`src/rtl/spi_pkg.sv`:
```
// Shared types and default widths for the SPI transfer sequencer.
package spi_pkg;

  typedef enum logic [1:0] {
    IDLE,
    FIRST,
    XFER,
    DONE
  } xfer_state_t;

  localparam int DEF_DIV_W = 16;
  localparam int DEF_CNT_W = 7;

endpackage

```
`src/rtl/spi_clk_div.sv`:
```
// SCLK divider: latches the half-period on load and issues one-cycle toggle enables while run is high.
module spi_clk_div #(
  parameter int DIV_W = 16
) (
  input  logic             pclk,
  input  logic             preset,
  input  logic             run,
  input  logic             load,
  input  logic [DIV_W-1:0] divider,
  output logic             en_tgl
);

  logic [DIV_W-1:0] div_l;
  logic [DIV_W-1:0] div_cnt;

  always_comb begin
    en_tgl = run && (div_cnt == div_l);
  end

  // Counter sits at zero outside run, so every XFER entry starts a fresh half-period.
  always_ff @(posedge pclk) begin
    if (preset) begin
      div_l   <= '0;
      div_cnt <= '0;
    end else begin
      if (load)
        div_l <= divider;
      if (!run || en_tgl)
        div_cnt <= '0;
      else
        div_cnt <= div_cnt + DIV_W'(1);
    end
  end

endmodule

```
`src/rtl/spi_xfer_ctrl.sv`:
```
// SPI character transfer sequencer: FSM, edge counter and registered SCLK around spi_clk_div.
module spi_xfer_ctrl
  import spi_pkg::*;
#(
  parameter int DIV_W = DEF_DIV_W,
  parameter int CNT_W = DEF_CNT_W
) (
  input  logic             pclk,
  input  logic             preset,
  input  logic             go,
  input  logic             abort,
  input  logic [DIV_W-1:0] divider,
  input  logic [CNT_W-1:0] char_len,
  input  logic             cpol,
  output logic             go_bsy,
  output logic             transfer,
  output logic             first_edge,
  output logic             en_tgl,
  output logic             even,
  output logic             leading_edge,
  output logic             trailing_edge,
  output logic             bsy_clr,
  output logic             sclk
);

  xfer_state_t     state, state_next;
  logic [CNT_W-1:0] len_l;
  logic             cpol_l;
  logic [CNT_W:0]   edge_cnt;
  logic [CNT_W:0]   last_cnt;
  logic             accept;
  logic             run;
  logic             last_edge;

  assign accept = (state == IDLE) && go;
  assign run    = (state == XFER);

  spi_clk_div #(
    .DIV_W(DIV_W)
  ) u_clk_div (
    .pclk    (pclk),
    .preset  (preset),
    .run     (run),
    .load    (accept),
    .divider (divider),
    .en_tgl  (en_tgl)
  );

  // 2N-1 == {N-1, 1}; len_l of 0 wraps to 2^CNT_W-1, giving the full-length character.
  assign last_cnt  = {len_l - CNT_W'(1), 1'b1};
  assign last_edge = en_tgl && (edge_cnt == last_cnt);

  always_comb begin
    state_next = state;
    case (state)
      IDLE:  if (go) state_next = FIRST;
      FIRST: state_next = abort ? DONE : XFER;
      XFER:  if (abort || last_edge) state_next = DONE;
      DONE:  state_next = IDLE;
      default: state_next = IDLE;
    endcase
  end

  always_comb begin
    go_bsy        = (state != IDLE);
    first_edge    = (state == FIRST);
    transfer      = (state == XFER);
    bsy_clr       = (state == DONE);
    even          = ~edge_cnt[0];
    leading_edge  = even & en_tgl;
    trailing_edge = ~even & en_tgl;
  end

  always_ff @(posedge pclk) begin
    if (preset) begin
      state    <= IDLE;
      len_l    <= '0;
      cpol_l   <= 1'b0;
      edge_cnt <= '0;
    end else begin
      state <= state_next;
      if (accept) begin
        len_l  <= char_len;
        cpol_l <= cpol;
      end
      if (!run)
        edge_cnt <= '0;
      else if (en_tgl)
        edge_cnt <= edge_cnt + (CNT_W+1)'(1);
    end
  end

  // Forcing from the next state keeps an abort-coincident toggle off the pin.
  always_ff @(posedge pclk) begin
    if (preset)
      sclk <= 1'b0;
    else if (state_next == FIRST)
      sclk <= cpol;
    else if (state_next == IDLE || state_next == DONE)
      sclk <= cpol_l;
    else if (en_tgl)
      sclk <= ~sclk;
  end

endmodule
```
`config.mk`:
```
export PLATFORM = sky130hd
export DESIGN_NAME = spi_xfer_ctrl
export DESIGN_NICKNAME = d
export VERILOG_FILES = /design/src/rtl/spi_pkg.sv /design/src/rtl/spi_clk_div.sv /design/src/rtl/spi_xfer_ctrl.sv
export SDC_FILE = /design/constraint.sdc
export NUM_CORES = 1
export LEC_CHECK = 0
export ABC_AREA = 1
export CELL_PAD_IN_SITES_DETAIL_PLACEMENT = 1
export CELL_PAD_IN_SITES_GLOBAL_PLACEMENT = 2
export CORE_UTILIZATION = 30
export CTS_CLUSTER_DIAMETER = 80
export CTS_CLUSTER_SIZE = 10
export DETAILED_ROUTE_END_ITERATION = 16
export GPL_ROUTABILITY_DRIVEN = 0
export HOLD_SLACK_MARGIN = 0.06
export PLACE_DENSITY_LB_ADDON = 0.15
export SYNTH_ARGS = -nofsm -noshare
export SYNTH_HDL_FRONTEND = slang
export SYNTH_SLANG_ARGS = --single-unit
```
`constraint.sdc`:
```
create_clock -name pclk -period 3 [get_ports pclk]
set_input_delay 0.45 -clock pclk [delete_from_list [all_inputs] [get_ports pclk]]
set_output_delay 0.45 -clock pclk [all_outputs]
set_load 0.02 [all_outputs]
```
### After elaboration in Yosys (flattened, before gate mapping)

Index checks and enable logic that the tools add are counted.

* add/sub/neg operators: 3
* multipliers: 0
* div/mod/pow operators: 0
* order comparisons: 0
* eq/ne operators: 7
* shift operators: 0
* multiplexer cells: 7
* bitwise operators: 5
* reduce and logical (&&, ||, !) cells: 13

Operators by type and width (number)
* 16-bit by 1-bit adder with 16-bit output (second input constant): 1
* 16-bit equality test: 1
* 8-bit by 1-bit adder with 8-bit output (second input constant): 1
* 8-bit equality test: 1
* 2-bit one-hot mux with 4 select lines: 1
* 7-bit by 1-bit subtractor with 7-bit output (second input constant): 1
* 2-bit equality test (second input constant): 3
* 2-bit by 1-bit equality test with 1-bit output (second input constant): 2
* 2-bit zero test: 2
* 1-bit 2-to-1 mux: 4
* 2-bit 2-to-1 mux: 2
* 2-bit OR reduction: 2
* 1-bit logical AND: 3
* 1-bit logical OR: 3
* 1-bit inverter: 3
* 3-bit nonzero test: 1
* 1-bit AND: 2
* 2-bit nonzero test: 1
* 1-bit zero test: 1

* register bits after elaboration: 51
* latch bits: 0
* bits in writable memories: 0
* bits in read-only memories: 0
* bits of input ports: 28
* output and inout bits: 9
* logic and storage cells: 42
* memories kept: 0

### Longest topological paths before layout

Gate-level depths: netlist (run 1).

* depth after elaboration: 10
* depth in mapped cells: 20
* mapped depth without buffers: 20

### Cells and area by module

A second synthesis (run 1) with hierarchy kept.

* cells, all modules: 407
* area, all modules: 2692.6 um^2

Modules (own cells, without submodules)
* spi_clk_div: instances 1, cells an instance 241, area each 1586.5 um^2, sequential area each 640.6 um^2
* spi_xfer_ctrl: instances 1, cells an instance 166, area each 1106.1 um^2, sequential area each 380.4 um^2

### Least setup slack after synthesis (run 1)

No wires, ideal clock.

* path type: reg2reg
* start: register len_l[0]
* end: register sclk
* setup time: 0.074 ns
* arrival time: 2.186 ns
* required time: 2.926 ns
* setup slack: 0.739 ns
* cell stages (with the launch flop): 20
* buffers on the path: 0
* clock period less this slack: 2.261 ns
* path through: dfxtp_1 inv_1 ha_1 nand2_1 inv_1 nor2_1 nand2_1 nor3_1 nand4_1 nand2_1 nand2_1 nand2_1 nand2_1 inv_1 ha_1 inv_1 nor2_1 a211oi_1 nand2_1 a31oi_1

* longest elaborated chain between the ends: 10
* elaborated cells between the ends (all ways): 13
* classes of those cells: add/sub (1); eq/ne (3); mux (4); reduce/logical (5)

Ends and longest elaborated chain
* start, declared: RTL line spi_xfer_ctrl.sv:27 `logic [CNT_W-1:0] len_l;`
* start signal, assigned: RTL line spi_xfer_ctrl.sv:83 `len_l <= char_len;`
* 7-bit by 1-bit subtractor with 7-bit output *: RTL line spi_xfer_ctrl.sv:50 `assign last_cnt = {len_l - CNT_W'(1), 1'b1};`
* 8-bit equality test *: RTL line spi_xfer_ctrl.sv:51 `assign last_edge = en_tgl && (edge_cnt == last_cnt);`
* 1-bit logical AND *: RTL line spi_xfer_ctrl.sv:51
* 1-bit logical OR *: RTL line spi_xfer_ctrl.sv:58 `XFER: if (abort || last_edge) state_next = DONE;`
* 2-bit 2-to-1 mux *: RTL line spi_xfer_ctrl.sv:58
* 2-bit one-hot mux with 4 select lines *: RTL line spi_xfer_ctrl.sv:55 `case (state)`
* via state_next[0]: RTL line spi_xfer_ctrl.sv:26 `xfer_state_t state, state_next;`
* 2-bit equality test or 2-bit zero test (tied branches): RTL line spi_xfer_ctrl.sv:99 `else if (state_next == IDLE || state_next == DONE)`
* 1-bit logical OR: RTL line spi_xfer_ctrl.sv:99
* 1-bit 2-to-1 mux: RTL line spi_xfer_ctrl.sv:99
* 1-bit 2-to-1 mux: RTL line spi_xfer_ctrl.sv:97 `else if (state_next == FIRST)`
* end signal, assigned: RTL line spi_xfer_ctrl.sv:98 `sclk <= cpol;`
* end signal, assigned: RTL line spi_xfer_ctrl.sv:100 `sclk <= cpol_l;`
* end signal, assigned: RTL line spi_xfer_ctrl.sv:102 `sclk <= ~sclk;`
* end, declared: RTL line spi_xfer_ctrl.sv:23 `output logic sclk`

The timed path passes the listed nets; every way through them passes the cells marked *.
A chain may end at the register's enable or synchronous reset.

### Worst setup path in the final report (run 1)

* start: register u_clk_div.div_cnt[10]
* end: output port leading_edge

* longest elaborated chain between the ends: 3

Ends and longest elaborated chain
* start, declared: RTL line spi_clk_div.sv:14 `logic [DIV_W-1:0] div_cnt;`
* start signal, assigned: RTL line spi_clk_div.sv:31 `div_cnt <= div_cnt + DIV_W'(1);`
* 16-bit equality test: RTL line spi_clk_div.sv:17 `en_tgl = run && (div_cnt == div_l);`
* 1-bit logical AND: RTL line spi_clk_div.sv:17
* 1-bit AND: RTL line spi_xfer_ctrl.sv:70 `leading_edge = even & en_tgl;`
* end, declared: RTL line spi_xfer_ctrl.sv:20 `output logic leading_edge,`

No other way between the ends.

==> results of run 1 <==
==> critical path: stages (launching register included) <==
cell,delay [ns]
dfxtp_1,0.45
nand2_1,0.08
nand2_1,0.07
nand2_1,0.05
nor2_1,0.12
nand2_1,0.09
nor2_2,0.19
nand2_2,0.19
nor2_1,0.14
clkdlybuf4s50_1,0.63
==> cell type report <==
cell class / instances / area, µm² / share of cell area, %
clock buffers: 6 / 72.6 / 2.25
clock inverters: 2 / 12.5 / 0.388
inverters: 55 / 206 / 6.40
multi-input cells: 274 / 1390 / 42.9
flip-flops and latches: 51 / 1020 / 31.7
well taps: 105 / 131 / 4.07
repair buffers: 40 / 395 / 12.3
==> timing repair <==
action,in CTS,in global routing
hold endpoints to repair,0,0
gates resized for setup,0,4
endpoints found under the setup margin,0,4
hold buffers,0,0
==> metal layers <==
layer	track usage, %	vias to the layer above	routed length (µm)
li1	-	1301	-
met1	21.1	1133	3460
met2	26.1	30	2800
met3	2.84	6	195
met4	4.10	0	72
met5	0	-	0
==> cell usage in the layout (no fill, tap or decap), types with 3 or more instances in the layout <==
cell               n
xor2_1             4
dfxtp_1           50
nand2_1          105
a21oi_1           26
ha_1               9
nor2_1            50
nand4_1            4
a211oi_1          12
nor3_2             3
clkbuf_8           5
clkdlybuf4s50_1   34
xnor2_1           13
nor3_1            14
nor2_2             3
nand3_1           14
inv_1             53
o21ai_0            5
buf_4              4
==> logic make-up after synthesis <==
| group | share of synthesized area (%) |
|---|---|
| AND/OR/NAND/NOR | 31.3 |
| buffers and inverters | 9.48 |
| flip-flops | 38.5 |
| AO/OA/AOI/OAI | 10.8 |
| XOR/XNOR | 5.61 |
| adder cells (fa/ha/maj) | 4.25 |
==> worst max path at each step <==
stage               cells past startpoint                   from      endpoint
CTS                                     8  u_clk_div.div_cnt[11]        en_tgl
finish                                  9  u_clk_div.div_cnt[10]  leading_edge
global placement                       19               len_l[0]          sclk
floorplan                              19               len_l[0]          sclk
detailed placement                     19               len_l[0]          sclk
global route                           10  u_clk_div.div_cnt[10]  leading_edge
==> state kept, by name, summed over array words and instances, names as in the netlist <==
name	cells
sclk	1
edge_cnt	8
u_clk_div.div_l	16
cpol_l	1
state	2
len_l	7
u_clk_div.div_cnt	16
==> cells in the mapped netlist, types with 2 or more instances <==
master,number
inv_2,2
inv_1,53
o21ai_0,5
nand4_1,4
dfxtp_1,51
xor2_1,4
nand2_2,2
nand3_1,14
nor2_1,50
o21bai_1,2
nor2_2,3
nand2_1,105
nor3_1,15
nor3b_1,2
a21oi_1,26
a211oi_1,12
nor3_2,2
clkbuf_1,6
xnor2_1,13
ha_1,9
==> power by group through the flow <==
stage | logic [mW] | clock network, mW | registers (mW)
2_1_floorplan | 0.709 | 0 | 0.856
3_3_place_gp | 0.980 | 0 | 0.873
3_5_place_dp | 1.00 | 0 | 0.872
4_1_cts | 1.01 | 0.428 | 0.858
5_1_grt | 1.15 | 0.452 | 0.873
6_report | 0.982 | 0.408 | 0.856
==> results by group, run 1 <==
Status
  – Outcome: completed

Logic synthesis
  – Synth warnings: 0
  – Dominant cell type by area after synthesis: dfxtp_1
  – EDFF count, synth: 0
  – Post-synth ARST share: 0%
  – Synthesized area: 0.00265 mm²
  – Avg Cell Area, Syn: 6.82 µm²
  – Top cell type's share of synthesized area: about two fifths
  – Top area cells in the synthesized netlist: dfxtp_1 38%, nand2_1 15%, inv_1 7.5%
  – #FFs+latches synth: 51
  – Sequential fraction of the synthesis area: 38.5%
  – Cell count after synthesis: approximately 390
  – Syn nets: between 400 and 500
  – Most used flip-flop cell after synthesis: dfxtp_1
  – Post-synth cell types: 29

Timing
  – Max-Slew Margin vs Limit: a little over two thirds
  – Final setup TNS: 0 ns
  – Final period util: 92.0%
  – Min cycle time layout: ~2.8 ns
  – Setup ws final: around 0.24 ns
  – Worst hold margin: 0.473 ns
  – Slew Limit Fails: 0
  – Unrepaired setup endpoints after global routing: false
  – Final-report hold violation count: 0
  – Highest clock rate: about 360 MHz
  – Clock skew: ~0.0092 ns
  – Worst slew pin tran: 0.439 ns
  – Count of final setup violators: 0

Floorplan
  – Die ar.: approximately 0.0092 mm²
  – FP Rows: 33
  – Io pins: 37
  – Initial core utilization: 31.6%
  – Die Span X: 96.0 µm
  – Core area: around 0.0084 mm²
  – Die Y-Extent: 96.0 µm

Global route
  – Number of global-route vias before repair: 2526
  – First-pass GRT wire length: approximately 11000 µm
  – Initial antenna violation count: 0
  – Pin count of the biggest net entering global routing: 28
  – GR Util All Layers: between 15 and 20%
  – Final global-route overflow total: 0

Finish
  – Nets: between 400 and 500
  – Layout Cells excl Fill: between 500 and 600
  – Area grow syn2layout: 21.6%
  – FILL cells: between 1000 and 1500
  – Share of layout cells above drive strength 1: 5.37%
  – Layout Utilization: between 30% and 40%
  – # diodes: 0
  – Final Instance Area: between 0.003 and 0.004 mm²

Setup path
  – Crit-path max FO: 12
  – Crit. End Element: output pin
  – R2R cell count: 19
  – R2r endpoint: sclk
  – Worst reg2reg startpoint: len_l[0]
  – Startpoint Class: flop
  – Worst EP required: 2.55 ns
  – Reg-to-reg setup timing slack: between 0.4 and 0.5 ns
  – Crit path arrival time: between 2 and 2.5 ns
  – CP Class: flop to output pin

Clocking
  – Skew-Pair Late Insertion Delay: 0.30 ns
  – Worst-path clk slew: ~0.1 ns
  – H-tree depth: 2
  – Postcts setup bufs: 0
  – Num CTS Buffers: 5
  – CTS max path bufs: 2
  – Clk root buf: clkbuf_8
  – CTS sink count: 51
  – CTS tree: built

Drt
  – Via count: approximately 2500
  – Avg WL per Cell: approximately 12 µm
  – Initial DRC Count: 66
  – DRT Pass-1 Iters: 4
  – Post-route ant nets: 0
  – Vias per Instance: between 4 and 5
  – Final WL: about 6500 µm
  – DRC Markers: 0

Placement
  – Placed insts: 525
  – Placement Setup Slack: 0.367 ns
  – Port Buf Inserts: 36
  – Placement Cell Area: approximately 0.0031 mm²
  – Placed wire-length estimate: between 5000 and 6000 µm

Pwr
  – Switching part of the total power: slightly above 40%
  – NetSw: approximately 0.9 mW
  – Largest vdd supply drop: ~0.35 mV
  – Leakage: ~1.3 nW
  – Gate power share: a little over two fifths
  – Reg power frac: 38.1%
  – Power Total: 2.25 mW
  – Internal: ~1.3 mW
  – Clock power share: around 18%
  – Pwr Density: ~700 mW/mm²

Run
  – Max Cap Viol: 0

Min path
  – Worst Hold End: cpol_l
  – Hold_sp: cpol_l
  – Hold Path Depth: 2
  – Hold WC Path Type: flop to flop
No activity file was read; power rests on OpenSTA's default activity.
==> inputs of run 2 (changes only) <==
PLACE_DENSITY_LB_ADDON = 0.1   (was 0.15)
==> run 2 against run 1 <==
  * Sequential share of layout area shrank 0.20 points
  * Total power grew 3.8%
  * Hold slack gained 0.0070 ns
  * Non-clock buffer count shrank 1
  * Wire length grew 1.2%
  * Clock skew shrank 0.0027 ns
  * Setup slack gained 0.023 ns
  * Critical endpoint unchanged
  * Clock-buffer cell count shrank 1
  * Global-route usage grew 0.39 points
==> results by group, run 2 (same netlist as run 1, synthesis figures left out) <==
Setup path
  – Crit-path max FO: 12
  – Worst EP required: ~2.6 ns
  – Crit. End Element: output pin
  – CP Class: flop to output pin
  – Startpoint Class: flop
  – Crit path arrival time: around 2.3 ns

Timing
  – Worst slew pin tran: approximately 0.46 ns
  – Max-Slew Margin vs Limit: a little over two thirds
  – Worst hold margin: roughly 0.48 ns
  – Final-report hold violation count: 0
  – Final setup TNS: 0 ns
  – Final period util: 91.2%
  – Slew Limit Fails: 0
  – Highest clock rate: about 370 MHz
  – Clock skew: around 0.0065 ns
  – Unrepaired setup endpoints after global routing: false
  – Count of final setup violators: 0
  – Min cycle time layout: 2.74 ns
  – Setup ws final: 0.264 ns

Finish
  – Share of layout cells above drive strength 1: under 10%
  – Most frequent cells in the layout: 105 x nand2_1, 53 x inv_1, 50 x nor2_1, 50 x dfxtp_1, 34 x clkdlybuf4s50_1
  – Area of the multi-input gates: approximately 0.0014 mm²
  – Register area: approximately 0.0010 mm²
  – FILL cells: between 1000 and 1500
  – Final Instance Area: between 0.003 and 0.004 mm²
  – Area grow syn2layout: 22.4%
  – # diodes: 0
  – Nets: ~460
  – Commonest non-fill, non-tap cell in the layout: nand2_1
  – Biggest regs: u_clk_div.div_cnt (16), u_clk_div.div_l (16), edge_cnt (8)

Clocking
  – Post-cts sizing count: 0
  – Worst-path clk slew: around 0.1 ns
  – CTS tree: built
  – Skew-Pair Late Insertion Delay: about 0.31 ns
  – Num CTS Buffers: 5
  – CTS sink count: just over 50
  – H-tree depth: 2
  – Clk root buf: clkbuf_8
  – Postcts setup bufs: 0
  – # hold bufs at CTS: 0
  – CTS max path bufs: 2

Pwr
  – Largest vdd supply drop: 0.543 mV
  – Leakage: 1.34 nW
  – Switching part of the total power: approximately two fifths
  – Reg power frac: approximately 37%
  – Gate power share: 41.8%
  – Clock power share: between 20% and 30%
  – Power Total: approximately 2.3 mW
  – Internal: around 1.4 mW
  – NetSw: slightly above 0.9 mW
  – Pwr Density: 718 mW/mm²

Global route
  – Number of global-route vias before repair: 2407
  – Final global-route overflow total: 0
  – Pin count of the biggest net entering global routing: 36
  – Initial antenna violation count: 0
  – First-pass GRT wire length: around 12000 µm
  – GR Util All Layers: 16.2%

Drt
  – DRT Pass-1 Iters: 5
  – DRC Markers: 0
  – Vias per Instance: roughly 4.6
  – Avg WL per Cell: approximately 12 µm
  – Final WL: approximately 6600 µm
  – Initial DRC Count: between 100 and 150
  – Via count: about 2400
  – Post-route ant nets: 0

Run
  – Max Cap Viol: 0

Placement
  – Placed wire-length estimate: approximately 5000 µm
  – Placement Setup Slack: 0.304 ns
  – Placement Cell Area: between 0.003 and 0.004 mm²
  – Port Buf Inserts: 36

Floorplan
  – Core area: between 0.008 and 0.009 mm²
  – Die ar.: ~0.0092 mm²
  – Initial core utilization: roughly a third
  – Io pins: 37
  – Die Span X: 96.0 µm
  – Die Y-Extent: ~96 µm
  – FP Rows: 33

Min path
  – Hold WC Path Type: flop to flop

Status
  – Outcome: completed
==> run 2: power by group through the flow <==
stage	registers [mW]	logic, mW	clock network, mW
2_1_floorplan	0.856	0.709	0
3_3_place_gp	0.875	0.969	0
3_5_place_dp	0.873	0.989	0
4_1_cts	0.860	0.992	0.521
5_1_grt	0.875	1.14	0.551
6_report	0.858	0.975	0.498
==> run 2: cell type report <==
type	count	share of cell area, %
repair buffers	39	12.0
inverters	55	6.36
clock inverters	3	1.35
flip-flops and latches	51	31.5
well taps	105	4.05
clock buffers	5	2.12
multi-input cells	274	42.7
==> run 2: final timing paths <==
check / from / endpoint / slack (ns) / cells after the start
max: u_clk_div.div_cnt[11] / leading_edge / 0.26 / 8
min: cpol_l / cpol_l / 0.48 / 2
max reg2reg: len_l[0] / sclk / 0.37 / 19
min reg2reg: cpol_l / cpol_l / 0.48 / 2
==> run 2: critical path, stage by stage, from the launching register on <==
cell             delay (ns)
dfxtp_1                0.44
xnor2_1                0.15
nand2_1                0.08
nor2_1                 0.11
nand2_1                0.08
nor2_2                 0.20
nand2_2                0.20
nor2_1                 0.13
clkdlybuf4s50_1        0.61
==> run 2: layer usage <==
layer  vias up  global-route usage (%)  wire, µm
met1      1107                    22.5      3480
met4         0                    5.22        39
met2        31                    25.4      2870
met5         -                       0         0
li1       1298                       -         -
met3         2                    2.84       217
==> run 2: per-stage QoR <==
| step | instances | util [%] |
|---|---|---|
| 2_1_floorplan | 389 | - |
| 3_3_place_gp | 524 | 37.2 |
| 3_5_place_dp | 524 | 37.2 |
| 4_1_cts | 532 | 38.6 |
| 5_1_grt | 532 | 38.7 |
| 6_report | 532 | 38.7 |
==> edit 1: new RTL, config.mk and constraints of run 1 <==
Make the reset (`preset`) asynchronous in 3 clocked blocks.
--- a/src/rtl/spi_clk_div.sv
+++ b/src/rtl/spi_clk_div.sv
@@ -18,7 +18,7 @@
   end
 
   // Counter sits at zero outside run, so every XFER entry starts a fresh half-period.
-  always_ff @(posedge pclk) begin
+  always_ff @(posedge pclk or posedge preset) begin
     if (preset) begin
       div_l   <= '0;
       div_cnt <= '0;
--- a/src/rtl/spi_xfer_ctrl.sv
+++ b/src/rtl/spi_xfer_ctrl.sv
@@ -71,7 +71,7 @@
     trailing_edge = ~even & en_tgl;
   end
 
-  always_ff @(posedge pclk) begin
+  always_ff @(posedge pclk or posedge preset) begin
     if (preset) begin
       state    <= IDLE;
       len_l    <= '0;
@@ -91,7 +91,7 @@
   end
 
   // Forcing from the next state keeps an abort-coincident toggle off the pin.
-  always_ff @(posedge pclk) begin
+  always_ff @(posedge pclk or posedge preset) begin
     if (preset)
       sclk <= 1'b0;
     else if (state_next == FIRST)
Behaviour: differs if preset is asserted again (counterexample within 4 cycles, from zero or initial values and one cycle with preset high); with preset held inactive, the same outputs for 10 cycles.
==> edit 1 against run 1 <==
- clock skew down 3.7 ps
- sequential power up 21%
- setup slack gained 210 ps
- routed wire length up 3.7%
- non-clock buffer count grew 1
- final cell count shrank 7.1%
- sequential cell count unchanged
- critical path depth rose by 9
- largest power group unchanged
- via count fell by 6.9%
- first-iteration DRC count decreased by 41%
- total power up 14%
- global-route usage down 0.51 points
- area after synthesis increased by 6.2%
- cell area increased by 6.4%
- critical endpoint is now sclk
==> edit 1: results (changes against run 1) <==
first-pass GRT wire length 11.80 mm (+3.9%); final core occ 0.3859 (+0.001037); Post-synth top cells nand2_1, dfrtp_1, inv_1, nor2_1, a21oi_1; Seq. pwr 1.04 mW (+21%); Non-clk invs 47 (-15%); # clk buffers 8 (+2); Post-DP HPWL 5.152 mm (+2.3%); largest net degree at the start of global routing 36 (+29%); maximum vdd drop 0.3890 mV (+13%); vias in the first global route 2393 (-5.3%); clk cell area share 0.02918 (+0.002799); fraction of area in multi-input gates 0.3899 (-0.03954); CP arrival 2770 ps (+460 ps); Setup Skew 5.514 ps (-3.650 ps); layout net count 423 (-8.8%); comb_multi_in 240 (-12%); Worst Setup End Kind register; Area after DPL 3323 µm² (+6.2%); Leak Pwr 1.542 nW (+16%); DRT iter0 DRCs 39 (-41%); predominant post-synthesis flop cell dfrtp_1; status finished clean; register area share after synthesis 0.4529 (+0.06803); antenna violations before repair 0 (unchanged); Final min period 2547 ps (-211.4 ps); Logic pwr share 0.421 (-0.016); buffer share of cell area 0.1182 (-0.004414); FF-to-FF setup slack around 450 ps; Cell Count, Final, Fillers Out 495 (-7.1%); DP Worst Slack 438.6 ps (+71.11 ps); top cells by area, synth dfrtp_1, nand2_1, inv_1; normalized max-slew margin 0.6329 (-0.07427); slowest cell on the critical path dfrtp_1; WL/cell 13.70 µm (+12%); FILL cells 1086 (+0.28%); share of cells above drive strength 1 0.1137 (+0.05996); Synth async-reset ratio 1.000 (+1.000); Pint 1.582 mW (+19%); Non-clock buffers 41 (+2.5%); R2R depth 18 (-1); area delta synth->final 21.76%; Multi-input gate area 1338 µm² (-3.4%); dpl cells 487 (-7.2%); vias per cell 4.644 (+0.22%); net switching power 0.9877 mW (+7.6%); cells after synthesis 344 (-12%)
==> edit 1: cell types whose count changed in the layout (fill, tap and decap cells not counted), moves of 3 or more <==
| cell | before | now |
|---|---|---|
| a211oi_1 | 12 | 1 |
| dfrtp_1 | 0 | 51 |
| nor3_1 | 14 | 6 |
| o21ai_0 | 5 | 11 |
| nor2_4 | 0 | 4 |
| inv_1 | 53 | 43 |
| mux2_2 | 0 | 13 |
| nor2_1 | 50 | 41 |
| dfxtp_1 | 50 | 0 |
| nand3_2 | 0 | 3 |
| nand2_1 | 105 | 75 |
==> edit 1: cells by family after synthesis <==
kind of cell / synth area share
compound gates: 0.08614
xor+xnor: 0.04973
fa+ha+maj: 0.03997
buf+inv: 0.07238
flops: 0.4529
mux: 0.05195
simple gates: 0.2469
==> edit 1: per-layer routing <==
metal	share of wire	GRT usage
met1	0.51	0.2115
met2	0.45	0.2448
met3	0.031	0.02695
met4	0.012	0.04478
met5	0	0
==> edit 2: new RTL, flow settings as in run 1 <==
Without the edit above. Set the package constant `DEF_CNT_W` to 5 (it was 7).
--- a/src/rtl/spi_pkg.sv
+++ b/src/rtl/spi_pkg.sv
@@ -9,7 +9,7 @@
   } xfer_state_t;
 
   localparam int DEF_DIV_W = 16;
-  localparam int DEF_CNT_W = 7;
+  localparam int DEF_CNT_W = 5;
 
 endpackage
 
Ports: changed (resized char_len); port bits go from 37 to 35. The function was not compared with the original's and may differ.
==> edit 2 against run 1 <==
- routed wire length down 2.9%
- cell area is 5.7% lower
- synthesized cell count down 3.9%
- setup slack better by 35 ps
- highest routed layer unchanged
- count of clock-buffer cells in the layout fell by 1
- non-clock buffer count down 5
- sequential cell count is 4 lower
- clock skew increased by 1.0 ps
- first-iteration DRC count is 6.1% lower
- register-to-register slack improved by 260 ps
- area after synthesis decreased by 5.3%
Power is not compared: it rests on default switching activity, and its combinational part moved more than twofold at a synthesized area within 25%.
==> edit 2: results (changes against run 1) <==
M2 GR Usage 0.2641 (+0.002864); largest net degree at the start of global routing 42 (+50%); first-pass GRT wire length 10.93 mm (-3.8%); R2R depth 18 (-1); Unique masters post-synth 31 (+6.9%); WL met2 2.805 mm (about the same); met1 Usage GRT 0.2157 (+0.004662); share of cells above drive strength 1 0.08802 (+0.03428); Synth Area in Compound Gates 0.1330 (+0.02448); layout net count 443 (-4.5%); CP arrival 2270 ps (-40 ps); Post-DP HPWL 4.886 mm (-2.9%); sequential cell area 942.2 µm² (-7.8%); Post-synth top cells nand2_1, inv_1, dfxtp_1, nor2_1, a21oi_1; syn nets 409 (-4.0%); top cells by area, synth dfxtp_1, nand2_1, inv_1; critical path launch point u_clk_div.div_cnt[11]; Tot GR Track Use 0.1594 (+0.001276); FILL cells 1052 (-2.9%); dpl cells 506 (-3.6%); CP max FO 8 (-4); Worst Max-Slew Pin Slew 694.0 ps (+255.3 ps); GR Util met3 0.02764 (-0.0007937); FF-to-FF setup slack 710 ps (+260 ps); met1 WL 3.273 mm (-5.5%); status finished clean; Switching Share 0.3459; XOR/XNOR share of the synthesized area 0.02789 (-0.02824); Final min period 2724 ps (-34.97 ps); wirelength, routed 6.345 mm (-2.9%); register area share after synthesis 0.3745 (-0.01040); top flop regs u_clk_div.div_cnt: 16 flops, u_clk_div.div_l: 16 flops, edge_cnt: 6 flops; WL/cell 12.34 µm (+0.67%); crit path to trailing_edge; Met3 Routed Length 219 µm (+12%); vias per cell 4.541 (-2.0%); Post-Synth Adder-Cell Area 0.04482 (+0.002368); max incr delay on CP 590 ps (-40 ps); Mapped Avg Cell Area 6.718 µm² (-1.5%); Setup Skew 10.19 ps (+1.023 ps); vias in the first global route 2290 (-9.3%); DRT iter0 DRCs 62 (-6.1%)
-- edit 2: changes by cell type after synthesis, moves of 3 or more --
| cell | before | now |
|---|---|---|
| xnor2_1 | 13 | 0 |
| nor2_1 | 50 | 37 |
| o21ai_0 | 5 | 27 |
| a211oi_1 | 12 | 1 |
| clkbuf_1 | 6 | 3 |
| nor2_4 | 0 | 3 |
| inv_2 | 2 | 11 |
| xor2_1 | 4 | 8 |
| nor3_1 | 15 | 7 |
| nand2_1 | 105 | 100 |
| a21oi_1 | 26 | 32 |
| dfxtp_1 | 51 | 47 |
| nand3_1 | 14 | 9 |
-- edit 2: power by group through the flow --
stage                     logic [mW]  clock network, mW  registers [mW]
final                          0.444              0.400           0.717
after global routing           0.513              0.440           0.727
after CTS                      0.456              0.417           0.719
after detailed placement       0.451                  0           0.731
after global placement         0.446                  0           0.730
after floorplan                0.306                  0           0.726
-- edit 2: final cells by class --
cell class                      count  area share
Multi-Input combinational cell    255      0.4243
Timing Repair Buffer               35      0.1143
Clock buffer                        5     0.02262
Tap cell                          105     0.04317
Sequential cell                    47      0.3096
Inverter                           64     0.07936
Clock inverter                      3    0.006579
-- edit 2: how the worst min path moves through the flow --
stage | startpoint | endpoint | slack [ps] | depth (start not counted)
2_1_floorplan | u_clk_div.div_cnt[0] | u_clk_div.div_cnt[0] | 440 | 1
3_3_place_gp | u_clk_div.div_l[14] | u_clk_div.div_l[14] | 460 | 2
3_5_place_dp | u_clk_div.div_l[1] | u_clk_div.div_l[1] | 460 | 2
4_1_cts | u_clk_div.div_l[1] | u_clk_div.div_l[1] | 480 | 2
5_1_grt | u_clk_div.div_l[7] | u_clk_div.div_l[7] | 490 | 2
6_report | u_clk_div.div_l[1] | u_clk_div.div_l[1] | 480 | 2
